`src/rtl/serial_payload_receiver.sv`:
```
// Captures DATA_W serial payload bits after a select pulse and holds the word on a valid/ready register.
// Optional trailing even-parity bit is enabled by defining PAYLOAD_PARITY_EN.
module serial_payload_receiver #(
    parameter int DATA_W    = 8,
    parameter int MSB_FIRST = 1
) (
    input  logic              clk,
    input  logic              rst,
    input  logic              sel,
    input  logic              din,
    input  logic              data_ready,
    output logic              busy,
    output logic [DATA_W-1:0] data,
    output logic              data_valid,
    output logic              overrun,
    output logic              parity_err
);
    localparam int               CNT_W    = $clog2(DATA_W + 1);
    localparam logic [CNT_W-1:0] CNT_LAST = CNT_W'(DATA_W - 1);

`ifdef PAYLOAD_PARITY_EN
    typedef enum logic [1:0] {IDLE = 2'd0, RECV = 2'd1, PARITY = 2'd2} state_t;
`else
    typedef enum logic [1:0] {IDLE = 2'd0, RECV = 2'd1} state_t;
`endif

    state_t            state_q, state_d;
    logic [CNT_W-1:0]  cnt_q, cnt_d;
    logic [DATA_W-1:0] shift_q, shift_d;
    logic [DATA_W-1:0] data_q, data_d;
    logic              valid_q, valid_d;
    logic              overrun_q, overrun_d;
    logic [DATA_W-1:0] shifted;
    logic [DATA_W-1:0] word;
    logic              complete;
`ifdef PAYLOAD_PARITY_EN
    logic              perr_q, perr_d;
`endif

    always_comb begin
        if (MSB_FIRST != 0) begin
            shifted = {shift_q[DATA_W-2:0], din};
        end else begin
            shifted = {din, shift_q[DATA_W-1:1]};
        end

        state_d   = state_q;
        cnt_d     = cnt_q;
        shift_d   = shift_q;
        data_d    = data_q;
        valid_d   = valid_q;
        overrun_d = 1'b0;
        complete  = 1'b0;
        word      = shifted;
`ifdef PAYLOAD_PARITY_EN
        perr_d    = 1'b0;
`endif

        case (state_q)
            IDLE: begin
                if (sel) begin
                    state_d = RECV;
                    cnt_d   = '0;
                end
            end
            RECV: begin
                shift_d = shifted;
                cnt_d   = cnt_q + 1'b1;
                if (cnt_q == CNT_LAST) begin
`ifdef PAYLOAD_PARITY_EN
                    state_d = PARITY;
`else
                    state_d  = IDLE;
                    complete = 1'b1;
`endif
                end
            end
`ifdef PAYLOAD_PARITY_EN
            PARITY: begin
                // Word is already assembled; this edge only samples the parity bit.
                state_d = IDLE;
                word    = shift_q;
                if (^{shift_q, din}) begin
                    perr_d = 1'b1;
                end else begin
                    complete = 1'b1;
                end
            end
`endif
            default: state_d = IDLE;
        endcase

        // A word consumed on the completion edge frees the holding register for the new one.
        if (complete) begin
            if (!valid_q || data_ready) begin
                data_d  = word;
                valid_d = 1'b1;
            end else begin
                overrun_d = 1'b1;
            end
        end else if (valid_q && data_ready) begin
            valid_d = 1'b0;
        end
    end

    always_ff @(posedge clk) begin
        if (rst) begin
            state_q   <= IDLE;
            cnt_q     <= '0;
            shift_q   <= '0;
            data_q    <= '0;
            valid_q   <= 1'b0;
            overrun_q <= 1'b0;
        end else begin
            state_q   <= state_d;
            cnt_q     <= cnt_d;
            shift_q   <= shift_d;
            data_q    <= data_d;
            valid_q   <= valid_d;
            overrun_q <= overrun_d;
        end
    end

`ifdef PAYLOAD_PARITY_EN
    always_ff @(posedge clk) begin
        if (rst) begin
            perr_q <= 1'b0;
        end else begin
            perr_q <= perr_d;
        end
    end
    assign parity_err = perr_q;
`else
    assign parity_err = 1'b0;
`endif

    assign busy       = (state_q != IDLE);
    assign data       = data_q;
    assign data_valid = valid_q;
    assign overrun    = overrun_q;
endmodule

```
`config.mk`:
```
export PLATFORM = sky130hd
export DESIGN_NAME = serial_payload_receiver
export DESIGN_NICKNAME = d
export VERILOG_FILES = /design/src/rtl/serial_payload_receiver.sv
export SDC_FILE = /design/constraint.sdc
export NUM_CORES = 1
export LEC_CHECK = 0
export BUFFER_PORTS_ARGS = -buffer_cell sky130_fd_sc_hd__clkbuf_2
export CAP_MARGIN = 30
export CORE_UTILIZATION = 60
export CTS_BUF_LIST = sky130_fd_sc_hd__clkbuf_2
export DETAILED_ROUTE_END_ITERATION = 10
export GPL_TIMING_DRIVEN = 0
export PLACE_DENSITY = 0.9
export SLEW_MARGIN = 20
export SYNTH_ARGS = -nofsm -noshare
export SYNTH_HDL_FRONTEND = slang
export SYNTH_SLANG_ARGS = --single-unit
```
`constraint.sdc`:
```
create_clock -name clk -period 3.5 [get_ports clk]
set_input_delay 0.35 -clock clk [delete_from_list [all_inputs] [get_ports clk]]
set_output_delay 0.35 -clock clk [all_outputs]
set_load 0.01 [all_outputs]
```
==> flow_metrics.env <==
export IMPL_status="finished, final reports clean"
export IMPL_drc=0
export IMPL_cp_max_fo=8
export IMPL_yosysSeqAreaShare=0.466
export IMPL_fmax_mhz=721
export IMPL_start_kind="flop"
export IMPL_ir_worst_vdd_uv=258
export IMPL_die_y_um=41.7
export IMPL_io_pins=17
export IMPL_area_growth_pct=11.9
export IMPL_coreArea_sq_mm=0.00138
export IMPL_placed_cell_area_sq_mm=0.00104
export IMPL_slowest_delay_ns=0.42
export IMPL_dp_cells=124
export IMPL_portBuffers=15
export IMPL_finalWorstSetupSlack_ns=2.11
export IMPL_synth_distinct_cells=21
export IMPL_setup_viol=0
export IMPL_fin_setup_tns_ns=0
export IMPL_numCtsBuffers=3
export IMPL_place_gp_congestion=0.798
export IMPL_syn_nets=100
export IMPL_clk_pin_slew_ns=0.19
export IMPL_grt_pass1_wl_mm=2.76
export IMPL_p_leak_nw=0.463
export IMPL_totalPowerFinal_mw=0.393
export IMPL_clk_path_buf_depth=2
export IMPL_hold_buffers=0
export IMPL_cts_root_buf="clkbuf_2"
export IMPL_layout_cells_non_filler=128
export IMPL_synth_avg_cell_area_sq_um=10.0
export IMPL_viasPerCell=5.13
export IMPL_hold_violations=0
export IMPL_postCtsSetupBuffers=0
export IMPL_crit_chain="ha_1 -> nand4b_4 -> nor2b_2 -> buf_6 -> mux2i_1"
export IMPL_ctsResizeCount=0
export IMPL_netlist_area_sq_um=945
export IMPL_overflow=0
export IMPL_min_period_over_period=0.396
export IMPL_grt_setup_unrepaired="false"
export IMPL_fin_crit_ns=1.39
export IMPL_clk_latency_ns=0.33
export IMPL_stdcell_area_sq_mm=0.00106
export IMPL_drtIter0Drc=4
export IMPL_finClkSkew_ns=0.00101
export IMPL_first_pass_iters=4
export IMPL_grt_pass1_vias=628
export IMPL_drive_above_1_share=0.239
export IMPL_hp_class="primary input to flop"
export IMPL_htreeDepth=1
export IMPL_num_rows=13
export IMPL_required_ns=3.78
export IMPL_wire_per_inst_um=12.2
export IMPL_num_antenna_cells=0
export IMPL_ant_nets=0
export IMPL_worstSetupEndpointType="flop"
export IMPL_antenna_found_initial=0
export IMPL_crit_slowest_cell="dfxtp_1"
export IMPL_critPathKind="flop to flop"
export IMPL_drt_wl_total_mm=1.56
export IMPL_initial_core_util=0.683
export IMPL_power_density_mw_per_mm2=371
export IMPL_nets=120
export IMPL_num_vias=657
export IMPL_finalMaxSlewViolations=0
export IMPL_cts_tree="done"
export IMPL_grt_max_degree=13
export IMPL_synth_seq_cells=22
export IMPL_ys_warn_count=0
export IMPL_die_area_sq_mm=0.00174
export IMPL_dp_slack_ns=2.15
export IMPL_grt_util_all_layers=0.208
export IMPL_clock_sinks=22
export IMPL_drv_cap=0
export IMPL_cp_arrival_ns=1.66
export IMPL_dp_hpwl_mm=1.16
export IMPL_die_w_um=41.7
export IMPL_synthCells=94
## sequential cells by signal, indices dropped and copies added (netlist names)
signal and count:
cnt_q 4, data_valid 1, overrun 1, shift_q 7, data 8, state_q 1
## where the power goes
group          internal, mW  total, mW  switching (mW)
logic                0.0163     0.0328          0.0166
clock network        0.0248      0.102          0.0767
registers             0.255      0.258         0.00326
total                 0.296      0.393          0.0965
## per-layer routing
layer	track usage	share of wire	routed length (um)
met1	0.256	0.46	718
met4	0.0968	0.021	32
met2	0.350	0.49	764
met5	0	0	0
met3	0.0391	0.026	40
## final cells by class
cell class,count,area (sq um)
multi-input combinational,62,442
sequential,22,440
fill,97,325
timing repair buffer,15,75.1
buffer,7,51.3
tap,15,18.8
clock buffer,3,15.0
inverter,3,11.3
clock inverter,1,3.75
## cells in the mapped netlist
master / count / share of area
a211oi_2: 1 / 0.013
a21oi_1: 5 / 0.026
buf_2: 2 / 0.011
buf_4: 2 / 0.016
buf_6: 2 / 0.024
clkbuf_1: 1 / 0.0040
conb_1: 1 / 0.0040
dfxtp_1: 22 / 0.47
ha_1: 1 / 0.013
inv_1: 3 / 0.012
mux2i_1: 15 / 0.16
nand2_1: 1 / 0.0040
nand2b_1: 17 / 0.11
nand3_1: 1 / 0.0053
nand4b_4: 1 / 0.025
nor2_1: 11 / 0.044
nor2b_2: 1 / 0.0093
nor3_1: 2 / 0.011
nor3b_1: 3 / 0.024
o21a_1: 1 / 0.0079
xor2_1: 1 / 0.0093
## critical path, delay by kind of cell, from the launching register on
family / cells / cell delay [ns]
muxes: 1 / 0.22
and+or+nand+nor: 2 / 0.28
buffers and inverters: 1 / 0.16
adders and majority gates: 1 / 0.25
DFF: 1 / 0.42
## path summary, 6_finish.rpt
kind / startpoint / end / slack [ns] / cells after the start
setup / recovery: cnt_q[0]$_SDFFE_PP0P_ / data[6]$_SDFFE_PP0P_ / 2.11 / 5
hold / removal: din / data[0]$_SDFFE_PP0P_ / 0.26 / 3
setup reg to reg: cnt_q[0]$_SDFFE_PP0P_ / data[6]$_SDFFE_PP0P_ / 2.11 / 5
hold reg to reg: data[4]$_SDFFE_PP0P_ / data[4]$_SDFFE_PP0P_ / 0.49 / 2
## cells in the final DEF, fill, tap and decap left out
cell,netlist,layout
a211oi_2,1,1
a21oi_1,5,5
buf_2,2,2
buf_4,2,2
buf_6,2,2
clkbuf_1,1,1
clkbuf_2,0,18
clkinv_1,0,1
conb_1,1,1
dfxtp_1,22,22
ha_1,1,1
inv_1,3,3
mux2i_1,15,15
nand2_1,1,1
nand2b_1,17,17
nand3_1,1,1
nand4b_4,1,1
nor2_1,11,11
nor2b_2,1,1
nor3_1,2,2
nor3b_1,3,3
o21a_1,1,1
xor2_1,1,1
## stage by stage
| stage | hold WS (ns) | util |
|---|---|---|
| floorplan | 0.451 | - |
| global placement | 0.457 | 0.751 |
| detailed placement | 0.460 | 0.751 |
| CTS | 0.265 | 0.765 |
| global route | 0.274 | 0.765 |
| finish | 0.260 | 0.765 |
## kinds of logic after synthesis
logic type / synth area share
adder cells (fa/ha/maj): 0.0132
XOR/XNOR: 0.00927
AND/OR/NAND/NOR: 0.234
multiplexers: 0.159
AO/OA/AOI/OAI: 0.0477
other: 0.00397
flip-flops: 0.466
buffers and inverters: 0.0662
Note: power is estimated with default switching activity, not from simulation.
